`config.mk`:
```
export PLATFORM = sky130hd
export DESIGN_NAME = regfile_write_scheduler
export DESIGN_NICKNAME = d
export VERILOG_FILES = /design/src/rtl/regfile_write_scheduler.sv
export SDC_FILE = /design/constraint.sdc
export NUM_CORES = 1
export LEC_CHECK = 0
export BUFFER_PORTS_ARGS = -buffer_cell sky130_fd_sc_hd__buf_2
export CORE_MARGIN = 2
export CORE_UTILIZATION = 46
export CTS_BUF_LIST = sky130_fd_sc_hd__clkbuf_4
export CTS_CLUSTER_DIAMETER = 100
export DETAILED_ROUTE_END_ITERATION = 16
export PLACE_DENSITY = 0.81
export SETUP_SLACK_MARGIN = 0.1
export SYNTH_ARGS = -nofsm -noshare
export SYNTH_HDL_FRONTEND = slang
export SYNTH_SLANG_ARGS = --single-unit
```
`constraint.sdc`:
```
create_clock -name clk -period 2.1 [get_ports clk]
set_input_delay 0.315 -clock clk [delete_from_list [all_inputs] [get_ports clk]]
set_output_delay 0.315 -clock clk [all_outputs]
set_load 0.02 [all_outputs]
```
`src/rtl/regfile_write_scheduler.sv`:
```
// regfile_write_scheduler
//   Shares the single RegisterFile write port between two writeback sources.
//   req0 (single-cycle ALU) is preferred; req1 (multi-cycle unit) is forced to
//   win after losing STARVE_LIMIT consecutive contested cycles. The granted
//   write is registered so the RegisterFile commits it on the following edge.
//   A pending-write scoreboard (busy_mask) is kept for RAW hazard stalls.
//   Writes to $0 are accepted but never drive regWrite.
// Ports
//   clk, rst                 clock, async active-high reset
//   req0_valid/rd/data/ready ALU writeback handshake
//   req1_valid/rd/data/ready multi-cycle writeback handshake
//   rsv_valid, rsv_rd        destination reservation from issue logic
//   regWrite, rd, writeData  registered RegisterFile write port
//   busy_mask                registered pending-write bitmap
//
// state   | meaning
// PREFER0 | req0 wins contested cycles, req1 losses are counted
// FORCE1  | req1 wins if valid; otherwise req0 is served; then back to PREFER0
module regfile_write_scheduler #(
    parameter int DATA_W       = 32,
    parameter int ADDR_W       = 5,
    parameter int STARVE_LIMIT = 4
) (
    input  logic                 clk,
    input  logic                 rst,
    input  logic                 req0_valid,
    input  logic [ADDR_W-1:0]    req0_rd,
    input  logic [DATA_W-1:0]    req0_data,
    output logic                 req0_ready,
    input  logic                 req1_valid,
    input  logic [ADDR_W-1:0]    req1_rd,
    input  logic [DATA_W-1:0]    req1_data,
    output logic                 req1_ready,
    input  logic                 rsv_valid,
    input  logic [ADDR_W-1:0]    rsv_rd,
    output logic                 regWrite,
    output logic [ADDR_W-1:0]    rd,
    output logic [DATA_W-1:0]    writeData,
    output logic [2**ADDR_W-1:0] busy_mask
);

    localparam int          NREG  = 2**ADDR_W;
    localparam logic [3:0]  LIMIT = 4'(STARVE_LIMIT);

    typedef enum logic {PREFER0, FORCE1} state_t;

    state_t              state_q, state_d;
    logic [3:0]          starve_q, starve_d;
    logic                grant0, grant1, grant;
    logic [ADDR_W-1:0]   win_rd;
    logic [DATA_W-1:0]   win_data;
    logic                reg_write_q;
    logic [ADDR_W-1:0]   rd_q;
    logic [DATA_W-1:0]   wdata_q;
    logic [NREG-1:0]     busy_q, busy_d;

    always_comb begin
        grant0   = 1'b0;
        grant1   = 1'b0;
        state_d  = state_q;
        starve_d = starve_q;
        case (state_q)
            PREFER0: begin
                if (req0_valid) begin
                    grant0 = 1'b1;
                    // saturate rather than wrap
                    if (req1_valid && starve_q != 4'hF) starve_d = starve_q + 4'd1;
                end else if (req1_valid) begin
                    grant1   = 1'b1;
                    starve_d = 4'd0;
                end
                if (starve_d >= LIMIT) state_d = FORCE1;
            end
            FORCE1: begin
                if (req1_valid)      grant1 = 1'b1;
                else if (req0_valid) grant0 = 1'b1;
                starve_d = 4'd0;
                state_d  = PREFER0;
            end
            default: begin
                starve_d = 4'd0;
                state_d  = PREFER0;
            end
        endcase
    end

    assign grant      = grant0 | grant1;
    assign win_rd     = grant1 ? req1_rd   : req0_rd;
    assign win_data   = grant1 ? req1_data : req0_data;
    assign req0_ready = grant0;
    assign req1_ready = grant1;

    // Reservation is applied after the clear so a same-cycle set wins.
    always_comb begin
        busy_d = busy_q;
        if (grant && win_rd != '0)         busy_d[win_rd] = 1'b0;
        if (rsv_valid && rsv_rd != '0)     busy_d[rsv_rd] = 1'b1;
        busy_d[0] = 1'b0;
    end

    always_ff @(posedge clk or posedge rst) begin
        if (rst) begin
            state_q     <= PREFER0;
            starve_q    <= 4'd0;
            reg_write_q <= 1'b0;
            rd_q        <= '0;
            wdata_q     <= '0;
            busy_q      <= '0;
        end else begin
            state_q     <= state_d;
            starve_q    <= starve_d;
            busy_q      <= busy_d;
            // $0 grants are accepted but leave the port idle and untouched
            reg_write_q <= grant && (win_rd != '0);
            if (grant && win_rd != '0) begin
                rd_q    <= win_rd;
                wdata_q <= win_data;
            end
        end
    end

    assign regWrite  = reg_write_q;
    assign rd        = rd_q;
    assign writeData = wdata_q;
    assign busy_mask = busy_q;

endmodule

```
==> flow_results.org <==
** Timing
- At the pin with the least slew margin, the transition time is 0.5292 ns.
- Final Max Slew Viols :: 0
- For the final database, setup skew stands at 0.01034 ns.
- Highest clock rate :: 0.5282 GHz
- Setup repair after global routing missed its margin :: no
- The worst path uses 90.16% of the clock period.
- Clock period minus worst slack :: 1.893 ns
- Final count of negative-setup-slack endpoints :: 0
- Final Hold Viols :: 0
- Worst relative slew slack :: 64.35%
- For the final routed database, the setup TNS stands at 0 ns.

** Floorplan
- After floorplanning, the core was sized to cover 8636 µm².
- In this run the vertical extent of the chip is 97.69 µm.
- Overall die area :: 9542 µm²
- From left edge to right edge, the die measures 97.69 µm.
- Number of rows in the core area :: 34
- During I/O placement, the number of pins put on the boundary was 156.
- Once the floorplan was initialized, standard cells occupied 46.75% of the core.

** Yosys
- Counting every net in the synthesized netlist gives 451.
- Top FF cell, synth :: dfrtp_1
- Counting distinct cell types in the post-synthesis netlist gives 52.
- Synthesis handed over a netlist of 366 instances.
- Number of enable flip-flop cells after synthesis :: 0
- Leading post-synthesis cells by instance count :: 74 x dfrtp_1, 41 x inv_1, 39 x mux2_2
- After Yosys synthesis, full adders, half adders and majority gates account for 0.3099% of the synthesized area.
- Most area-consuming cells after synthesis :: dfrtp_1 46%, mux2_2 11%, mux2_4 9.7%
- Mux share of post-synthesis cell area :: 21.29%
- Synthesized cell area :: 4038 µm²
- For this run, asynchronously set or reset flops after synthesis account for 100.0%.
- Number of synthesized register bits :: 74
- Count of synthesis-stage warnings from yosys :: 0
- Of the total synthesized cell area, the portion taken by AND, OR, NAND and NOR gates is 12.43%.
- Dominant combinational cell family by area after synthesis :: multiplexers
- Avg Inst Size Synth :: 11.03 µm²
- Post-synthesis cell type with the largest combined area :: dfrtp_1
- After synthesis, the largest area contributor takes up 45.86% of total cell area.
- Synth Area in Compound Gates :: 13.20%
- Fraction of the yosys area taken by sequential cells :: 45.86%
- Xor/xnor cell area share of the yosys netlist :: 0.2169%
- In the post-synthesis netlist, the cell with the most instances is dfrtp_1.

** Global routing
- Total Routing Usage GR :: 22.64%
- The first global-routing pass estimated 17.46 mm of wire.
- Vias in the first global route :: 3496
- The initial antenna violation count came to 0.
- Pin count of the biggest net entering global routing :: 39
- Overall overflow remaining after global route :: 0

** Outcome
- Outcome :: complete, no violations

** Drt
- Overall via count from detail_route :: 3518
- Metal3 WL :: 954 µm
- Vias per std cell :: 5.480
- DRC Markers :: 0
- Starting DRC count in detailed routing :: 153
- For this block, wires on met1 add up to 4.284 mm.
- Number of iterations in the first detailed-routing pass :: 6
- Remaining antenna violation count after routing :: 0
- The detailed router used layers up to and including met4.
- Final WL :: 10.45 mm
- Dividing the detail-routed wire length by the instance count gives 16.28 µm.
- Detail Route met2 WL :: 5.023 mm

** Setup path
- In this run the critical register-to-register path is launched from state_q$_DFF_PP0_.
- Of all nets on the critical path, the largest fanout is 17.
- Walking the worst path, the cells encountered are nand2b_1 -> nand2_4 -> buf_12 -> inv_1 -> buf_2.
- On the worst path, the slowest cell contributes a delay of 0.42 ns.
- Kind of end point of the critical path :: output port
- STA puts the critical path data arrival time at 1.58 ns.
- For the worst flop-to-flop path, the logic depth is 6.
- Minimum setup slack among reg-to-reg paths :: 0.29 ns
- The largest individual stage delay along the critical path comes from the cell dfrtp_2.
- Path type of the worst setup path :: flip-flop to output port
- The endpoint identified for the worst register-to-register timing path is writeData[30]$_DFFE_PP0N_.
- STA classifies the critical path startpoint as a flip-flop.
- Data on the critical path is required at its endpoint by 1.78 ns.

** Cells and area
- Share of layout cells above drive strength 1 :: 49.25%
- The layout has 757 filler cells.
- Area growth from synthesis to final layout :: 28.08%
- Antenna diodes :: 0
- Area of the multi-input gates :: 1919 µm²
- Combined flip-flop and latch cell area :: 1853 µm²
- After routing the design area is 5171 µm².
- The final layout contains 614 nets.

** CTS
- Clock sink total :: 74
- After clock tree synthesis, the clock-pin slew on the worst setup and hold paths is 0.12 ns.
- Clock root buffer master :: clkbuf_4
- Clock tree synthesis inserted a total of 9 buffers.
- The H-tree was split into 3 levels.
- Clock tree from TritonCTS :: built
- Clock buffer depth :: 2
- Clock insertion delay at the later pin of the skew report :: 0.40 ns

** Place
- Number of port buffers :: 154
- Placer congestion estimate :: 0.9087
- Instance area after placement :: 4965 µm²
- Final HPWL from detailed placement :: 7.824 mm

** Min path
- Count of cells along the worst hold path :: 2
- The startpoint identified for the worst hold timing path is req0_valid.
- HP Class :: primary input to flip-flop
- The path with the worst hold slack has its endpoint at starve_q[1]$_DFF_PP0_.

** Power
- Sequential cells account for 40.9% of the total power.
- The worst-case IR drop observed on VDD is 0.0003275 V.
- Net switching component of the power :: 1.669 mW
- Total power for the finished layout comes to 4.620 mW.
- Comb power frac :: 39.8%
- Switching share of total power :: 36.12%
- Relative contribution of the clock network to total power :: 19.3%
- Power per cell area :: 893.4 nW/µm²
- For this design the static power due to leakage is 2.646 nW.
- The internal power of the cells totals 2.951 mW.

** Job
- Max capacitance violation total :: 0
critical path: cells and delay by family (launching register included):
kind          cells  cell delay (ns)
flops             1             0.42
simple gates      2             0.32
buf+inv           3             0.44
per-layer routing:
metal	up-vias	track usage, %
li1	1668	-
met1	1637	29.32
met2	194	37.40
met3	19	5.540
met4	0	7.372
met5	-	0
power by group through the flow:
stage / combinational, mW / sequential (mW) / clock [mW]
2_1_floorplan: 0.917 / 2.21 / 0
3_3_place_gp: 1.72 / 1.93 / 0
3_5_place_dp: 1.77 / 1.93 / 0
4_1_cts: 1.85 / 1.89 / 0.920
5_1_grt: 1.97 / 1.93 / 0.983
6_report: 1.84 / 1.89 / 0.892
how the worst max path moves through the flow:
stage	start	end	slack (ns)	cells past startpoint
floorplan	state_q$_DFF_PP0_	writeData[10]$_DFFE_PP0N_	0.12	7
global placement	req0_rd[4]	writeData[19]$_DFFE_PP0N_	0.20	6
detailed placement	state_q$_DFF_PP0_	writeData[21]$_DFFE_PP0N_	0.15	5
CTS	state_q$_DFF_PP0_	req1_ready	0.17	5
global route	state_q$_DFF_PP0_	req1_ready	0.10	5
finish	state_q$_DFF_PP0_	req1_ready	0.21	5
layout make-up:
type	count	area share, %
clock buffer	10	1.452
timing repair buffer	171	18.63
sequential	74	35.83
inverter	41	3.049
tap	108	2.613
clock inverter	6	1.307
multi-input combinational	232	37.12
sequential cells by signal (all words and copies together), names as in the netlist:
register,cells
writeData,32
regWrite,1
state_q,1
rd,5
busy_mask,31
starve_q,4
cells in the final DEF, fill, tap and decap left out, types with 2 or more instances in the layout:
master,count
and3_1,2
nand2_1,15
nand4_1,3
mux2i_1,3
nand4b_1,2
inv_1,40
o211ai_1,8
nand3_1,28
buf_12,3
nor4_1,3
nor2_1,10
a21oi_1,5
clkinvlp_4,3
mux2_2,39
buf_4,12
o22ai_1,2
clkbuf_4,10
and3b_1,2
a32oi_1,6
nor2b_1,4
o2111ai_1,2
mux2_4,26
a211oi_1,2
dfrtp_1,73
o221ai_1,16
nor3b_1,2
a211o_1,2
clkinv_4,2
buf_2,154
nor3_1,4
o21ai_0,15
or3b_2,3
nand3b_1,2
a31oi_1,5
nor3_2,2
metrics by stage:
stage	worst slack [ns]	hold slack [ns]	utilization, %	instances
floorplan	0.1154	0.4061	-	366
detailed placement	0.1481	0.4129	57.49	623
global route	0.1035	0.1969	59.88	642
finish	0.2067	0.1865	59.88	642
CTS	0.1696	0.1680	59.88	642
global placement	0.1957	0.4068	57.49	623
kinds of logic after synthesis:
| logic type | count (synthesis) |
|---|---|
| AO/OA/AOI/OAI | 72 |
| AND/OR/NAND/NOR | 89 |
| multiplexers | 68 |
| flip-flops | 74 |
| buffers and inverters | 60 |
| XOR/XNOR | 1 |
| other | 1 |
| adder cells (fa/ha/maj) | 1 |
what timing repair did:
item	4_1_cts	5_1_grt
setup endpoints to repair	1	0
resized for setup	4	0
hold endpoints to repair	38	0
hold buffers	1	0
setup buffers	1	0
Power figures use the tool's default switching activity.
